==> src/rtl/shift_rs_ctrl.sv <==
// shift_rs_ctrl: two-entry reservation station in front of the shifter unit.
//
// Purpose
//   Holds up to two dispatched shift operations, snoops the common data bus
//   for missing source operands, issues the oldest ready entry to the shifter
//   (at most one per cycle) and re-tags the shifter's broadcast one cycle
//   after issue with the issuing entry's CDB tag.
//
// Ports
//   clk_i, reset_i (async, active-low), flush_i (sync squash)
//   disp_*       dispatch request, operation, source tags and values
//   full_o       both entries busy
//   cdb_i        global CDB, snooped for operand wake-up
//   oper_o, rs1_val_o, rs2_val_o, ready_o   issue to shifter
//   shifter_cdb_i   raw shifter broadcast term
//   cdb_term_o      shifter broadcast re-tagged with the issuing entry's tag
//
// Build option
//   SHIFT_RS_CDB_FWD_EN : a waiting entry whose last pending operand appears
//   on cdb_i may issue in that same cycle, with cdb_i.val forwarded onto the
//   operand output. Undefined by default (entry issues one cycle later).

package shift_rs_pkg;
  typedef logic [31:0] word32_t;

  typedef enum logic [2:0] {
    NO_VAL  = 3'd0,
    ALU_1   = 3'd1,
    ALU_2   = 3'd2,
    MUL_1   = 3'd3,
    MUL_2   = 3'd4,
    SHIFT_1 = 3'd5,
    SHIFT_2 = 3'd6,
    LSU_1   = 3'd7
  } rs_tag_t;

  typedef enum logic [1:0] {
    SLLI = 2'd0,
    SRLI = 2'd1,
    SRAI = 2'd2,
    SRAR = 2'd3
  } shift_op_t;

  typedef struct packed {
    rs_tag_t tag;
    word32_t val;
  } cdb_t;
endpackage

// Entry states (index 0 = entry A, index 1 = entry B)
//   state | meaning
//   FREE  | busy=0, slot available for dispatch
//   WAIT  | busy=1, at least one source tag still != NO_VAL
//   RDY   | busy=1, both operands present, candidate for issue
module shift_rs_ctrl
  import shift_rs_pkg::*;
#(
  parameter rs_tag_t TAG_A = SHIFT_1,
  parameter rs_tag_t TAG_B = SHIFT_2
) (
  input  logic      clk_i,
  input  logic      reset_i,
  input  logic      flush_i,
  input  logic      disp_valid_i,
  input  shift_op_t disp_op_i,
  input  rs_tag_t   disp_rs1_tag_i,
  input  rs_tag_t   disp_rs2_tag_i,
  input  word32_t   disp_rs1_val_i,
  input  word32_t   disp_rs2_val_i,
  output logic      full_o,
  input  cdb_t      cdb_i,
  output shift_op_t oper_o,
  output word32_t   rs1_val_o,
  output word32_t   rs2_val_o,
  output logic      ready_o,
  input  cdb_t      shifter_cdb_i,
  output cdb_t      cdb_term_o
);

  logic [1:0] busy_q;
  shift_op_t  op_q [2];
  rs_tag_t    q1_q [2];
  rs_tag_t    q2_q [2];
  word32_t    v1_q [2];
  word32_t    v2_q [2];
  // 1 when entry B was dispatched before entry A
  logic       older_b_q;
  rs_tag_t    tag_pipe_q;

  logic       cdb_hit;
  logic [1:0] hit1, hit2;
  logic [1:0] avail1, avail2;
  logic [1:0] elig;
  word32_t    opnd1 [2];
  word32_t    opnd2 [2];
  logic       sel_b;
  logic       issue;
  logic       disp_en;
  logic       disp_b;
  logic       disp_hit1, disp_hit2;

  assign cdb_hit = (cdb_i.tag != NO_VAL);

  always_comb begin
    for (int i = 0; i < 2; i++) begin
      hit1[i] = cdb_hit && (q1_q[i] == cdb_i.tag);
      hit2[i] = cdb_hit && (q2_q[i] == cdb_i.tag);
`ifdef SHIFT_RS_CDB_FWD_EN
      avail1[i] = (q1_q[i] == NO_VAL) || hit1[i];
      avail2[i] = (q2_q[i] == NO_VAL) || hit2[i];
      opnd1[i]  = (q1_q[i] == NO_VAL) ? v1_q[i] : cdb_i.val;
      opnd2[i]  = (q2_q[i] == NO_VAL) ? v2_q[i] : cdb_i.val;
`else
      avail1[i] = (q1_q[i] == NO_VAL);
      avail2[i] = (q2_q[i] == NO_VAL);
      opnd1[i]  = v1_q[i];
      opnd2[i]  = v2_q[i];
`endif
      elig[i] = busy_q[i] && avail1[i] && avail2[i];
    end
  end

  // B wins only if it is eligible and either A is not, or B is older
  assign sel_b   = elig[1] && (!elig[0] || older_b_q);
  assign issue   = (|elig) && !flush_i;

  assign ready_o   = issue;
  assign oper_o    = sel_b ? op_q[1]  : op_q[0];
  assign rs1_val_o = sel_b ? opnd1[1] : opnd1[0];
  assign rs2_val_o = sel_b ? opnd2[1] : opnd2[0];

  // Full is taken from registered busy bits only, so an entry freed by this
  // cycle's issue cannot be re-filled until the following cycle.
  assign full_o    = &busy_q;
  assign disp_en   = disp_valid_i && !full_o && !flush_i;
  assign disp_b    = busy_q[0];
  assign disp_hit1 = cdb_hit && (disp_rs1_tag_i == cdb_i.tag);
  assign disp_hit2 = cdb_hit && (disp_rs2_tag_i == cdb_i.tag);

  assign cdb_term_o.tag = (shifter_cdb_i.tag != NO_VAL) ? tag_pipe_q : NO_VAL;
  assign cdb_term_o.val = shifter_cdb_i.val;

  always_ff @(posedge clk_i or negedge reset_i) begin
    if (!reset_i) begin
      busy_q     <= '0;
      older_b_q  <= 1'b0;
      tag_pipe_q <= NO_VAL;
      for (int i = 0; i < 2; i++) begin
        op_q[i] <= SLLI;
        q1_q[i] <= NO_VAL;
        q2_q[i] <= NO_VAL;
        v1_q[i] <= '0;
        v2_q[i] <= '0;
      end
    end else if (flush_i) begin
      busy_q     <= '0;
      tag_pipe_q <= NO_VAL;
    end else begin
      for (int i = 0; i < 2; i++) begin
        if (busy_q[i] && hit1[i]) begin
          q1_q[i] <= NO_VAL;
          v1_q[i] <= cdb_i.val;
        end
        if (busy_q[i] && hit2[i]) begin
          q2_q[i] <= NO_VAL;
          v2_q[i] <= cdb_i.val;
        end
      end

      if (issue) begin
        busy_q[sel_b] <= 1'b0;
      end

      // Dispatch target is always a free entry, never the one issuing now
      if (disp_en) begin
        busy_q[disp_b] <= 1'b1;
        op_q[disp_b]   <= disp_op_i;
        q1_q[disp_b]   <= disp_hit1 ? NO_VAL : disp_rs1_tag_i;
        v1_q[disp_b]   <= disp_hit1 ? cdb_i.val : disp_rs1_val_i;
        q2_q[disp_b]   <= disp_hit2 ? NO_VAL : disp_rs2_tag_i;
        v2_q[disp_b]   <= disp_hit2 ? cdb_i.val : disp_rs2_val_i;
        // The other entry, if busy, is now the older one
        older_b_q      <= ~disp_b;
      end

      tag_pipe_q <= issue ? (sel_b ? TAG_B : TAG_A) : NO_VAL;
    end
  end

endmodule

==> config.mk <==
export PLATFORM = sky130hd
export DESIGN_NAME = shift_rs_ctrl
export DESIGN_NICKNAME = d
export VERILOG_FILES = /design/src/rtl/shift_rs_ctrl.sv
export SDC_FILE = /design/constraint.sdc
export NUM_CORES = 1
export LEC_CHECK = 0
export CAP_MARGIN = 5
export CELL_PAD_IN_SITES_DETAIL_PLACEMENT = 2
export CELL_PAD_IN_SITES_GLOBAL_PLACEMENT = 2
export CORE_AREA = 2 2 167 169
export CTS_CLUSTER_SIZE = 24
export DETAILED_ROUTE_END_ITERATION = 16
export DIE_AREA = 0 0 169 171
export DONT_BUFFER_PORTS = 1
export PLACE_DENSITY = 0.74
export SLEW_MARGIN = 10
export SYNTH_ARGS = -nofsm -noshare
export SYNTH_HDL_FRONTEND = slang
export SYNTH_SLANG_ARGS = --single-unit
export TNS_END_PERCENT = 100
==> constraint.sdc <==
create_clock -name clk_i -period 2 [get_ports clk_i]
set_input_delay 0.1 -clock clk_i [delete_from_list [all_inputs] [get_ports clk_i]]
set_output_delay 0.1 -clock clk_i [all_outputs]
set_load 0.01 [all_outputs]
Word level (Yosys, flattened, before mapping):

Index checks and enable logic that the tools add are counted.

* $lt $le $gt $ge: 6
* equal/unequal tests: 6
* mux-type cells: 50
* bitwise operators: 6
* reduce and logical (&&, ||, !) cells: 34

Operator list (count)
* $mux W32: 13
* $bwmux W64: 2
* $mux W64: 2
* $mux W3: 14
* $demux W32 S1: 1
* $logic_and A1 B1 Y1: 21
* $eq A3 B3 Y1: 6
* $mux W2: 7
* $bwmux W6: 2
* $logic_not A3 Y1: 4
* $mux W6: 2
* $reduce_bool A3 Y1: 2
* $bwmux W4: 1
* $lt A1 B2 Y1 const B: 2
* $reduce_and A2 Y1: 2
* $demux W3 S1: 1
* $logic_not A1 Y1: 3
* $and A2 B2 Y2: 1
* $demux W1 S1: 2
* $demux W2 S1: 1
* $ge A1 B1 Y1 const B: 2
* $ge A2 B2 Y1 const B: 1
* $lt A2 B1 Y1 const B: 1
* $mux W1: 2
* 6 further kinds: 7

* logic and storage cells: 115
* register bits after elaboration: 150
* bits of input ports: 146

Logic depth before layout (Yosys ltp):

Gate-level depths: netlist (run 1).

* word-level depth: 17
* mapped depth: 7

Least setup slack after synthesis (run 1):

Ideal clock, no wire load.

* path type: reg2out
* start: register q2_q[0] in the netlist's numbering
* end: output rs2_val_o[23]
* path slack: 0.006 ns
* cell stages (with the launch flop): 7
* path buffers: 2
* data arrival time: 1.894 ns
* cell sequence: dfrtp_1 or4b_1 nor4_4 o21ai_2 buf_6 buf_4 mux2_2

* word-level cells in the longest chain between the ends: 4

RTL lines
* start: declaration: RTL line 83 `rs_tag_t q2_q [2];`
* start signal: indexed assignment: RTL line 180 `q2_q[disp_b] <= disp_hit2 ? NO_VAL : disp_rs2_tag_i;`
* $logic_not A3 Y1: RTL line 115 `avail2[i] = (q2_q[i] == NO_VAL);`
* $logic_and A1 B1 Y1: RTL line 119 `elig[i] = busy_q[i] && avail1[i] && avail2[i];`
* $logic_and A1 B1 Y1: RTL line 124 `assign sel_b = elig[1] && (!elig[0] || older_b_q);`
* $mux W32: RTL line 130 `assign rs2_val_o = sel_b ? opnd2[1] : opnd2[0];`
* end: declaration: RTL line 74 `output word32_t rs2_val_o,`

Every way passes these cells.

Worst setup path in the final report (run 1):

* start: register q2_q[0] in the netlist's numbering
* end: output rs2_val_o[10]

The elaborated chain is that of the path after synthesis.

==> flow_results.xml, run 1 <==
<?xml version="1.0" encoding="UTF-8"?>
<metrics>
  <group name="run_status">
    <metric name="run_status" unit="">finished, violations left</metric>
    <metric name="failing_checks" unit="">negative hold slack, negative setup slack</metric>
  </group>
  <group name="timing">
    <metric name="finalHoldViolCount" unit="">150</metric>
    <metric name="timing.hold.ws" unit="ns">-0.622</metric>
    <metric name="rsz0062_at_grt" unit="">yes</metric>
    <metric name="relative_slew_slack" unit="%">59.3</metric>
    <metric name="final_period_minus_worst_setup_slack" unit="ns">2.45</metric>
    <metric name="setup-tns-final" unit="ns">-30.81</metric>
    <metric name="timing.clock.skew" unit="ns">0.0109</metric>
    <metric name="f_max" unit="GHz">0.408</metric>
    <metric name="timing.final.max_slew_violations" unit="">0</metric>
    <metric name="setup_viol" unit="">102</metric>
    <metric name="fin_crit_sh" unit="%">122</metric>
    <metric name="worst-slew-pin-transition" unit="ns">0.605</metric>
    <metric name="worst_case_setup_margin_in_the_final_layout" unit="ns">-0.449</metric>
  </group>
  <group name="place">
    <metric name="gp_routability_congestion" unit="">0.767</metric>
    <metric name="placed_instances" unit="">1126</metric>
    <metric name="number_of_buffers_inserted_by_port_buffering" unit="">0</metric>
    <metric name="post_placement_setup_slack" unit="ns">-0.0760</metric>
    <metric name="sum_of_net_half_perimeters_after_detailed_placement" unit="µm">20400</metric>
  </group>
  <group name="clock_tree">
    <metric name="tritoncts" unit="">yes</metric>
    <metric name="cts.clk_slew.worst_paths" unit="ns">0.07</metric>
    <metric name="cts.root.buffer_cell" unit="">clkbuf_16</metric>
    <metric name="clock_insertion_delay_worst_skew" unit="ns">0.42</metric>
    <metric name="cts.path.max_buffers" unit="">2</metric>
    <metric name="total_of_hold_buffers_inserted_after_clock_tree_synthesis" unit="">106</metric>
    <metric name="h-tree-depth" unit="">4</metric>
    <metric name="clock_sinks" unit="">150</metric>
    <metric name="cts-buffers-inserted" unit="">17</metric>
  </group>
  <group name="layout">
    <metric name="stdcell_count" unit="">1285</metric>
    <metric name="area_overhead_vs_synth" unit="%">34.0</metric>
    <metric name="layout_common_cells" unit="">nor2_1 (199), dfrtp_1 (150), dlygate4sd3_1 (106)</metric>
    <metric name="filler_cell_count" unit="">2839</metric>
    <metric name="layout_commonest_cell" unit="">nor2_1</metric>
    <metric name="num-nets-final" unit="">1068</metric>
    <metric name="drive_above_1_share" unit="%">27.6</metric>
  </group>
  <group name="detailed_routing">
    <metric name="drc_markers" unit="">0</metric>
    <metric name="final_antenna_net_count" unit="">0</metric>
    <metric name="detail_route.first_pass.iterations" unit="">4</metric>
    <metric name="vias" unit="">7061</metric>
    <metric name="route.detailed.wl_per_inst" unit="µm">27.0</metric>
    <metric name="drtIter0Drc" unit="">365</metric>
    <metric name="wl" unit="µm">34800</metric>
    <metric name="routed_via_density" unit="">5.49</metric>
  </group>
  <group name="pwr">
    <metric name="ir_drop" unit="mV">0.379</metric>
    <metric name="cellPowerDensity" unit="nW/µm²">1010</metric>
    <metric name="p_leak" unit="nW">4.72</metric>
  </group>
  <group name="critical_path">
    <metric name="nature_of_the_critical_path_startpoint" unit="">flop</metric>
    <metric name="worst_r2r_start" unit="">q2_q[1]</metric>
    <metric name="cp.arrival" unit="ns">2.35</metric>
    <metric name="worst-endpoint-required" unit="ns">1.90</metric>
    <metric name="worst_setup_path_end_kind" unit="">output port</metric>
    <metric name="critPathKind" unit="">reg2out</metric>
    <metric name="critPathMaxFanout" unit="">24</metric>
    <metric name="worst_setup_path_startpoint" unit="">q2_q[0]</metric>
  </group>
  <group name="yosys">
    <metric name="syn_area" unit="µm²">8270</metric>
    <metric name="yosys_warnings" unit="">0</metric>
    <metric name="syn_inst" unit="">826</metric>
    <metric name="ys_ff_latch" unit="">150</metric>
    <metric name="synth_sequential_area_ratio" unit="%">45.4</metric>
    <metric name="synth_cell_types" unit="">44</metric>
    <metric name="syn_area_per_cell" unit="µm²">10.0</metric>
    <metric name="synth_nets" unit="">972</metric>
  </group>
  <group name="grt">
    <metric name="groute.usage.overall" unit="%">22.8</metric>
    <metric name="number_of_global_route_vias_before_repair" unit="">8039</metric>
    <metric name="antenna_found_initial" unit="">3</metric>
    <metric name="grt_max_degree" unit="">151</metric>
    <metric name="globalRoute.totalOverflow" unit="">0</metric>
    <metric name="first_pass_grt_wire_length" unit="µm">49500</metric>
  </group>
  <group name="floorplan">
    <metric name="starting_density_of_the_core" unit="%">30.3</metric>
    <metric name="fp.dieArea" unit="µm²">28900</metric>
    <metric name="die-width" unit="µm">169</metric>
    <metric name="placementRows" unit="">61</metric>
    <metric name="ios" unit="">249</metric>
    <metric name="coreArea" unit="µm²">27300</metric>
    <metric name="die_height" unit="µm">171</metric>
  </group>
  <group name="run">
    <metric name="max_cap_violations" unit="">0</metric>
  </group>
  <group name="hold_path">
    <metric name="hold_path_class" unit="">in2async</metric>
  </group>
</metrics>
[flip-flops by register name, indices dropped and copies added (netlist names)]
| name | flops |
|---|---|
| busy_q | 2 |
| opnd1 | 64 |
| tag_pipe_q | 3 |
| older_b_q | 1 |
| q2_q | 6 |
| q1_q | 6 |
| op_q | 4 |
| opnd2 | 64 |
[critical path: stages (launching register included)]
cell and delay (ns):
dfrtp_1 0.41, or4b_4 0.56, nor4_4 0.25, o21ai_4 0.17, buf_12 0.21, mux2_2 0.33
[final cells by class]
class | instances | area (µm²) | area share (%)
Timing Repair Buffer | 167 | 1890 | 17.1
Tap cell | 346 | 433 | 3.91
Clock inverter | 13 | 144 | 1.30
Antenna cell | 4 | 10.0 | 0.0904
Multi-Input combinational cell | 486 | 4010 | 36.2
Sequential cell | 150 | 3750 | 33.9
Inverter | 100 | 378 | 3.41
Clock buffer | 19 | 453 | 4.09
[synthesized netlist by cell type, drive strengths merged]
| cell type | instances | area share, % |
|---|---|---|
| a221oi | 128 | 16 |
| nor3b | 2 | 0.24 |
| and3 | 1 | 0.076 |
| nor4b | 1 | 0.11 |
| xor2 | 12 | 1.3 |
| a211oi | 1 | 0.091 |
| dfrtp | 150 | 45 |
| or2 | 1 | 0.076 |
| a22o | 7 | 0.74 |
| or4b | 1 | 0.12 |
| clkbuf | 28 | 1.3 |
| nand3b | 1 | 0.091 |
| o2bb2ai | 1 | 0.11 |
| nand3 | 3 | 0.18 |
| mux2 | 66 | 9.0 |
| or3b | 3 | 0.32 |
| a21oi | 3 | 0.18 |
| nand2 | 16 | 0.73 |
| a2111oi | 2 | 0.67 |
| o21ai | 2 | 0.17 |
| a31o | 1 | 0.11 |
| nor4 | 4 | 0.48 |
| inv | 100 | 4.5 |
| a32o | 6 | 0.73 |
| and3b | 1 | 0.11 |
| o41ai | 4 | 0.79 |
| and2 | 2 | 0.15 |
| nor2b | 3 | 0.23 |
| nor3 | 6 | 0.62 |
| buf | 62 | 5.4 |
| nor2 | 199 | 9.0 |
| nor4bb | 2 | 0.24 |
| xnor2 | 4 | 0.42 |
| a211o | 3 | 0.32 |
[worst paths after layout]
check / to / slack, ns / cells after the start
worst max-delay path: rs2_val_o[10] / -0.45 / 5
worst min-delay path: opnd2[28] / -0.62 / 0
worst max register to register: q2_q[0] / -0.08 / 7
worst min register to register: op_q[2] / 0.48 / 2
max in group asynchronous: opnd2[42] / 2.31 / 0
min in group clk_i: op_q[1] / 0.06 / 4
[per-layer routing]
metal  global-route usage, %  vias to the layer above  share of wire [%]  wire length, µm
met1                    27.7                     3759                 42            14600
met4                    6.47                        2                1.7              599
met3                    5.09                       35                4.6             1590
met5                       0                        -              0.032               11
li1                        -                     3083                  -                -
met2                    40.6                      182                 52            17900
[cells by family (layout without fill, tap and decap cells)]
| family | count (synthesis) | count (layout) | synth area share, % |
|---|---|---|---|
| compound gates | 158 | 158 | 19.9 |
| other cells | 0 | 4 | 0 |
| mux | 66 | 66 | 8.99 |
| flops | 150 | 150 | 45.4 |
| simple gates | 246 | 246 | 12.8 |
| buf+inv | 190 | 299 | 11.2 |
| xor+xnor | 16 | 16 | 1.70 |
[stage by stage]
| step | power, W | util (%) | cell area, µm² |
|---|---|---|---|
| 2_1_floorplan | 0.00650 | - | 8270 |
| 3_3_place_gp | 0.00711 | 32.1 | 8780 |
| 3_5_place_dp | 0.00727 | 32.1 | 8780 |
| 4_1_cts | 0.0110 | 38.5 | 10500 |
| 5_1_grt | 0.0118 | 40.5 | 11100 |
| 6_report | 0.0112 | 40.5 | 11100 |
[report_power, final]
part | internal [W] | switching [W] | leakage (nW) | total, W
sequential | 0.00392 | 0.000629 | 1.67 | 0.00455
clock | 0.00192 | 0.00146 | 0.283 | 0.00338
combinational | 0.00165 | 0.00165 | 2.77 | 0.00330
[timing repair]
action                                  in CTS  in global routing
pin swaps                                    4                  9
hold endpoints to repair                   300                150
endpoints found under the setup margin      98                152
cloned                                       0                 10
setup buffers                                3                  6
resized for setup                           16                 45
Power figures use the tool's default switching activity.
==> run 2, diff against run 1 <==
--- a/config.mk
+++ b/config.mk
@@ -14,6 +14,7 @@
 export DIE_AREA = 0 0 169 171
 export DONT_BUFFER_PORTS = 1
 export PLACE_DENSITY = 0.74
+export SETUP_SLACK_MARGIN = 0.15
 export SLEW_MARGIN = 10
 export SYNTH_ARGS = -nofsm -noshare
 export SYNTH_HDL_FRONTEND = slang
==> run 2 against run 1 <==
The run still ends with negative hold slack, negative setup slack left. Sequential share of layout area fell by 3.2 points. Register-to-register slack got worse by 0.34 ns. Cell count rose by 4.0%. Design area rose by 11%. First-iteration DRC count fell by 1.1%. Global-route usage rose by 4.2 points. Die area did not move. Worst hold slack got worse by 0.011 ns. Critical endpoint is now rs2_val_o[9]. Largest power group unchanged.
==> flow_results.xml, run 2 (synthesis gave the netlist of run 1 again) <==
<?xml version="1.0" encoding="UTF-8"?>
<metrics>
  <group name="run_status">
    <metric name="run_status" unit="">finished, violations left</metric>
    <metric name="failing_checks" unit="">negative hold slack, negative setup slack</metric>
  </group>
  <group name="critical_path">
    <metric name="worst_setup_path_startpoint" unit="">q2_q[0]</metric>
    <metric name="worst-r2r-setup-slack" unit="ns">-0.42</metric>
    <metric name="critPathKind" unit="">reg2out</metric>
    <metric name="cp.arrival" unit="ns">2.46</metric>
    <metric name="worst-endpoint-required" unit="ns">1.90</metric>
    <metric name="worst_r2r_start" unit="">q2_q[1]</metric>
    <metric name="critPathMaxFanout" unit="">21</metric>
    <metric name="critical_path.reg2reg.endpoint" unit="">opnd2[20]</metric>
    <metric name="worst_setup_path_end_kind" unit="">output port</metric>
    <metric name="nature_of_the_critical_path_startpoint" unit="">flop</metric>
    <metric name="worstRegToRegCells" unit="">10</metric>
  </group>
  <group name="layout">
    <metric name="finish.utilization" unit="%">44.8</metric>
    <metric name="area_overhead_vs_synth" unit="%">48.2</metric>
    <metric name="layout_commonest_cell" unit="">nor2_1</metric>
    <metric name="layout_common_cells" unit="">nor2_1 (188), dfrtp_1 (148), dlygate4sd3_1 (105)</metric>
    <metric name="drive_above_1_share" unit="%">35.9</metric>
    <metric name="filler_cell_count" unit="">2706</metric>
    <metric name="num-nets-final" unit="">1121</metric>
  </group>
  <group name="pwr">
    <metric name="ir_drop" unit="mV">0.446</metric>
    <metric name="cellPowerDensity" unit="nW/µm²">983</metric>
    <metric name="post-layout-total-power" unit="W">0.0120</metric>
    <metric name="p_leak" unit="nW">5.26</metric>
  </group>
  <group name="timing">
    <metric name="timing.clock.skew" unit="ns">0.0152</metric>
    <metric name="timing.hold.ws" unit="ns">-0.632</metric>
    <metric name="relative_slew_slack" unit="%">43.0</metric>
    <metric name="rsz0062_at_grt" unit="">yes</metric>
    <metric name="timing.final.max_slew_violations" unit="">0</metric>
    <metric name="finalHoldViolCount" unit="">150</metric>
    <metric name="final_period_minus_worst_setup_slack" unit="ns">2.56</metric>
    <metric name="worst-slew-pin-transition" unit="ns">0.851</metric>
    <metric name="fin_crit_sh" unit="%">128</metric>
    <metric name="worst_case_setup_margin_in_the_final_layout" unit="ns">-0.555</metric>
    <metric name="f_max" unit="GHz">0.391</metric>
    <metric name="setup_viol" unit="">138</metric>
  </group>
  <group name="detailed_routing">
    <metric name="vias" unit="">7483</metric>
    <metric name="drtIter0Drc" unit="">361</metric>
    <metric name="detail_route.first_pass.iterations" unit="">4</metric>
    <metric name="drc_markers" unit="">0</metric>
    <metric name="final_antenna_net_count" unit="">0</metric>
    <metric name="routed_via_density" unit="">5.60</metric>
    <metric name="wl" unit="µm">40200</metric>
    <metric name="route.detailed.wl_per_inst" unit="µm">30.1</metric>
  </group>
  <group name="clock_tree">
    <metric name="total_of_hold_buffers_inserted_after_clock_tree_synthesis" unit="">105</metric>
    <metric name="clock_insertion_delay_worst_skew" unit="ns">0.43</metric>
    <metric name="h-tree-depth" unit="">4</metric>
    <metric name="clock_sinks" unit="">150</metric>
    <metric name="cts.root.buffer_cell" unit="">clkbuf_16</metric>
    <metric name="tritoncts" unit="">yes</metric>
    <metric name="cts-buffers-inserted" unit="">17</metric>
    <metric name="cts.path.max_buffers" unit="">2</metric>
    <metric name="cts.clk_slew.worst_paths" unit="ns">0.07</metric>
  </group>
  <group name="grt">
    <metric name="antenna_found_initial" unit="">2</metric>
    <metric name="globalRoute.totalOverflow" unit="">0</metric>
    <metric name="number_of_global_route_vias_before_repair" unit="">8577</metric>
    <metric name="first_pass_grt_wire_length" unit="µm">57100</metric>
    <metric name="groute.usage.overall" unit="%">27.0</metric>
    <metric name="grt_max_degree" unit="">151</metric>
  </group>
  <group name="place">
    <metric name="number_of_buffers_inserted_by_port_buffering" unit="">0</metric>
    <metric name="sum_of_net_half_perimeters_after_detailed_placement" unit="µm">21400</metric>
    <metric name="gp_routability_congestion" unit="">0.791</metric>
  </group>
  <group name="floorplan">
    <metric name="die_height" unit="µm">171</metric>
    <metric name="coreArea" unit="µm²">27300</metric>
    <metric name="ios" unit="">249</metric>
    <metric name="placementRows" unit="">61</metric>
    <metric name="starting_density_of_the_core" unit="%">30.3</metric>
    <metric name="fp.dieArea" unit="µm²">28900</metric>
    <metric name="die-width" unit="µm">169</metric>
  </group>
  <group name="hold_path">
    <metric name="hold_path_class" unit="">in2async</metric>
  </group>
  <group name="run">
    <metric name="max_cap_violations" unit="">0</metric>
  </group>
</metrics>
[run 2: final cells by class]
cell class | count | area, µm² | area share [%]
Antenna cell | 2 | 5.00 | 0.0409
Inverter | 100 | 375 | 3.06
Timing Repair Buffer | 220 | 2690 | 21.9
Clock inverter | 12 | 174 | 1.42
Clock buffer | 20 | 437 | 3.57
Multi-Input combinational cell | 486 | 4380 | 35.8
Tap cell | 346 | 433 | 3.53
Sequential cell | 150 | 3760 | 30.7
[run 2: how the worst max path moves through the flow]
stage	end	slack (ns)
floorplan	rs2_val_o[24]	0.04
global placement	rs2_val_o[24]	0.003
detailed placement	rs2_val_o[29]	-0.05
CTS	rs1_val_o[31]	-0.51
global route	rs1_val_o[31]	-0.63
finish	rs2_val_o[9]	-0.56
[run 2: report_power, final]
part           internal (W)  total (W)  switching (W)
clock network       0.00210    0.00355        0.00145
registers           0.00393    0.00467       0.000742
logic               0.00196    0.00382        0.00186
[run 2: per-stage QoR]
step / TNS [ns] / setup slack, ns / cells / cell area [µm²]
after floorplan: 0 / 0.0431 / 826 / 8310
after detailed placement: -1.38 / -0.0506 / 1137 / 8870
final: -50.59 / -0.555 / 1336 / 12200
after global placement: 0 / 0.00298 / 1137 / 8870
after CTS: -43.47 / -0.511 / 1326 / 11800
after global routing: -59.76 / -0.628 / 1335 / 12200
[run 2: timing repair]
| action | 4_1_cts | 5_1_grt |
|---|---|---|
| resized for setup | 91 | 61 |
| endpoints found under the setup margin | 200 | 211 |
| pin swaps | 34 | 19 |
| cloned | 18 | 1 |
| buffers inserted | 34 | 7 |
| hold endpoints to repair | 299 | 150 |
[run 2: worst max-delay path: stages (launching register included)]
cell and delay [ns]:
dfrtp_1 0.40, or4b_4 0.56, nor4_4 0.14, buf_4 0.19
o21ai_4 0.08, buf_12 0.16, buf_12 0.15, mux2_2 0.32
[run 2: layer usage]
layer	GRT usage [%]	share of wire, %	wire [µm]	vias up
met3	5.27	5.0	2030	74
met4	10.6	2.8	1130	0
met1	32.7	41	16300	3920
met2	47.4	52	20800	287
met5	0	0	0	-
li1	-	-	-	3202
==> run 3, diff against run 2 <==
--- a/config.mk
+++ b/config.mk
@@ -15,6 +15,7 @@
 export DONT_BUFFER_PORTS = 1
 export PLACE_DENSITY = 0.74
 export SETUP_SLACK_MARGIN = 0.15
+export SKIP_LAST_GASP = 1
 export SLEW_MARGIN = 10
 export SYNTH_ARGS = -nofsm -noshare
 export SYNTH_HDL_FRONTEND = slang
==> run 3 against run 2 <==
The flow still finishes with violations (negative hold slack, negative setup slack). Total power grew 4.0%. Cell count grew 2.5%. Die area is the same. Highest routed layer unchanged.
==> flow_results.xml, run 3 (synthesis gave the netlist of run 1 again) <==
<?xml version="1.0" encoding="UTF-8"?>
<metrics>
  <group name="run_status">
    <metric name="run_status" unit="">finished, violations left</metric>
    <metric name="failing_checks" unit="">negative hold slack, negative setup slack</metric>
  </group>
  <group name="floorplan">
    <metric name="die_height" unit="µm">171</metric>
    <metric name="coreArea" unit="µm²">27300</metric>
    <metric name="die-width" unit="µm">169</metric>
    <metric name="placementRows" unit="">61</metric>
    <metric name="ios" unit="">249</metric>
    <metric name="fp.dieArea" unit="µm²">28900</metric>
    <metric name="starting_density_of_the_core" unit="%">30.3</metric>
  </group>
  <group name="timing">
    <metric name="timing.clock.skew" unit="ns">0.0179</metric>
    <metric name="relative_slew_slack" unit="%">29.4</metric>
    <metric name="worst_case_setup_margin_in_the_final_layout" unit="ns">-0.664</metric>
    <metric name="worst-slew-pin-transition" unit="ns">1.06</metric>
    <metric name="timing.final.max_slew_violations" unit="">0</metric>
    <metric name="fin_crit_sh" unit="%">133</metric>
    <metric name="final_period_minus_worst_setup_slack" unit="ns">2.66</metric>
    <metric name="rsz0062_at_grt" unit="">yes</metric>
    <metric name="setup-tns-final" unit="ns">-67.41</metric>
    <metric name="finalHoldViolCount" unit="">150</metric>
    <metric name="setup_viol" unit="">182</metric>
    <metric name="timing.hold.ws" unit="ns">-0.630</metric>
    <metric name="f_max" unit="GHz">0.375</metric>
  </group>
  <group name="clock_tree">
    <metric name="cts.clk_slew.worst_paths" unit="ns">0.07</metric>
    <metric name="h-tree-depth" unit="">4</metric>
    <metric name="cts.root.buffer_cell" unit="">clkbuf_16</metric>
    <metric name="tritoncts" unit="">yes</metric>
    <metric name="cts.path.max_buffers" unit="">2</metric>
    <metric name="clock_sinks" unit="">150</metric>
    <metric name="total_of_hold_buffers_inserted_after_clock_tree_synthesis" unit="">105</metric>
    <metric name="cts-buffers-inserted" unit="">17</metric>
    <metric name="clock_insertion_delay_worst_skew" unit="ns">0.44</metric>
  </group>
  <group name="detailed_routing">
    <metric name="routed_via_density" unit="">5.70</metric>
    <metric name="final_antenna_net_count" unit="">0</metric>
    <metric name="drtIter0Drc" unit="">401</metric>
    <metric name="vias" unit="">7814</metric>
    <metric name="wl" unit="µm">45600</metric>
    <metric name="detail_route.first_pass.iterations" unit="">5</metric>
    <metric name="route.detailed.wl_per_inst" unit="µm">33.3</metric>
    <metric name="drc_markers" unit="">0</metric>
  </group>
  <group name="hold_path">
    <metric name="hold_path_class" unit="">in2async</metric>
  </group>
  <group name="pwr">
    <metric name="cellPowerDensity" unit="nW/µm²">940</metric>
    <metric name="p_leak" unit="nW">5.63</metric>
    <metric name="ir_drop" unit="mV">0.477</metric>
  </group>
  <group name="critical_path">
    <metric name="cp_slowest_stage_delay" unit="ns">0.58</metric>
    <metric name="timing.critical_path.mode_cell" unit="">buf_12</metric>
    <metric name="nature_of_the_critical_path_startpoint" unit="">flop</metric>
    <metric name="worst-endpoint-required" unit="ns">1.90</metric>
    <metric name="critPathKind" unit="">reg2out</metric>
    <metric name="crit_cells" unit="">6</metric>
    <metric name="worst_setup_path_end_kind" unit="">output port</metric>
    <metric name="critPathMaxFanout" unit="">13</metric>
    <metric name="cp.arrival" unit="ns">2.56</metric>
    <metric name="ordered_list_of_cells_on_the_worst_path" unit="">or4b_4, nor4_4, o21ai_4, buf_12, buf_12, mux2_2</metric>
    <metric name="crit_buf_inv" unit="">2</metric>
    <metric name="critical_path.slowest_cell" unit="">or4b_4</metric>
    <metric name="worstRegToRegCells" unit="">10</metric>
    <metric name="cp_top_family" unit="">simple AND/OR/NAND/NOR gates</metric>
  </group>
  <group name="run">
    <metric name="max_cap_violations" unit="">0</metric>
  </group>
  <group name="grt">
    <metric name="grt_max_degree" unit="">151</metric>
    <metric name="first_pass_grt_wire_length" unit="µm">57200</metric>
    <metric name="antenna_found_initial" unit="">3</metric>
    <metric name="groute.usage.overall" unit="%">27.1</metric>
    <metric name="globalRoute.totalOverflow" unit="">0</metric>
    <metric name="number_of_global_route_vias_before_repair" unit="">8545</metric>
  </group>
  <group name="place">
    <metric name="sum_of_net_half_perimeters_after_detailed_placement" unit="µm">21400</metric>
    <metric name="gp_routability_congestion" unit="">0.791</metric>
    <metric name="number_of_buffers_inserted_by_port_buffering" unit="">0</metric>
    <metric name="placed_instances" unit="">1137</metric>
    <metric name="placed_cell_area" unit="µm²">8870</metric>
  </group>
  <group name="layout">
    <metric name="area.sequential" unit="µm²">3760</metric>
    <metric name="area_overhead_vs_synth" unit="%">61.2</metric>
    <metric name="stdcell_count" unit="">1370</metric>
    <metric name="area_of_combinational_cells_with_multiple_inputs" unit="µm²">4780</metric>
    <metric name="postLayoutCellArea" unit="µm²">13300</metric>
    <metric name="drive_above_1_share" unit="%">43.6</metric>
    <metric name="layout_commonest_cell" unit="">dfrtp_1</metric>
    <metric name="filler_cell_count" unit="">2656</metric>
    <metric name="num-nets-final" unit="">1154</metric>
    <metric name="layout_common_cells" unit="">dfrtp_1 (147), nor2_1 (146), dlygate4sd3_1 (105)</metric>
  </group>
</metrics>
[run 3: final timing paths]
| check | to | startpoint | slack [ns] |
|---|---|---|---|
| setup reg to reg | opnd2[18] | q2_q[1] | -0.52 |
| max in group asynchronous | opnd1[34] | reset_i | 2.30 |
| setup / recovery | rs2_val_o[29] | q2_q[1] | -0.66 |
| min in group clk_i | opnd2[31] | cdb_i[31] | 0.04 |
| hold / removal | opnd2[26] | reset_i | -0.63 |
| hold reg to reg | op_q[2] | op_q[2] | 0.48 |
[run 3: layer usage]
layer	share of wire, %	vias to the layer above	GRT usage [%]
met5	0	-	0
met4	3.3	0	9.70
met3	4.9	94	6.06
met2	51	287	47.6
met1	41	4155	32.6
li1	-	3278	-
[run 3: metrics by stage]
step	utilization, %	worst slack (ns)	total power, W
6_report	48.8	-0.664	0.0125
5_1_grt	48.8	-0.702	0.0130
4_1_cts	42.7	-0.511	0.0115
3_5_place_dp	32.5	-0.0506	0.00734
3_3_place_gp	32.5	0.00298	0.00718
2_1_floorplan	-	0.0431	0.00652
[run 3: layout make-up]
type                       instances  share of cell area, %
sequential                       150                   28.2
multi-input combinational        486                   35.9
antenna                            3                 0.0563
tap                              346                   3.25
clock inverter                    12                   1.31
inverter                         100                   2.82
timing repair buffer             253                   25.2
clock buffer                      20                   3.28
[run 3: report_power, final]
part,total [W],switching [W],leakage [nW],internal [W]
combinational,0.00425,0.00207,3.66,0.00218
sequential,0.00472,0.000792,1.66,0.00393
clock,0.00356,0.00146,0.299,0.00210
[run 3: repair_timing]
item	4_1_cts	5_1_grt
endpoints found under the hold margin	299	150
setup endpoints to repair	200	210
gates cloned	18	23
resized for setup	73	194
buffers inserted	34	18
pin swaps	28	68
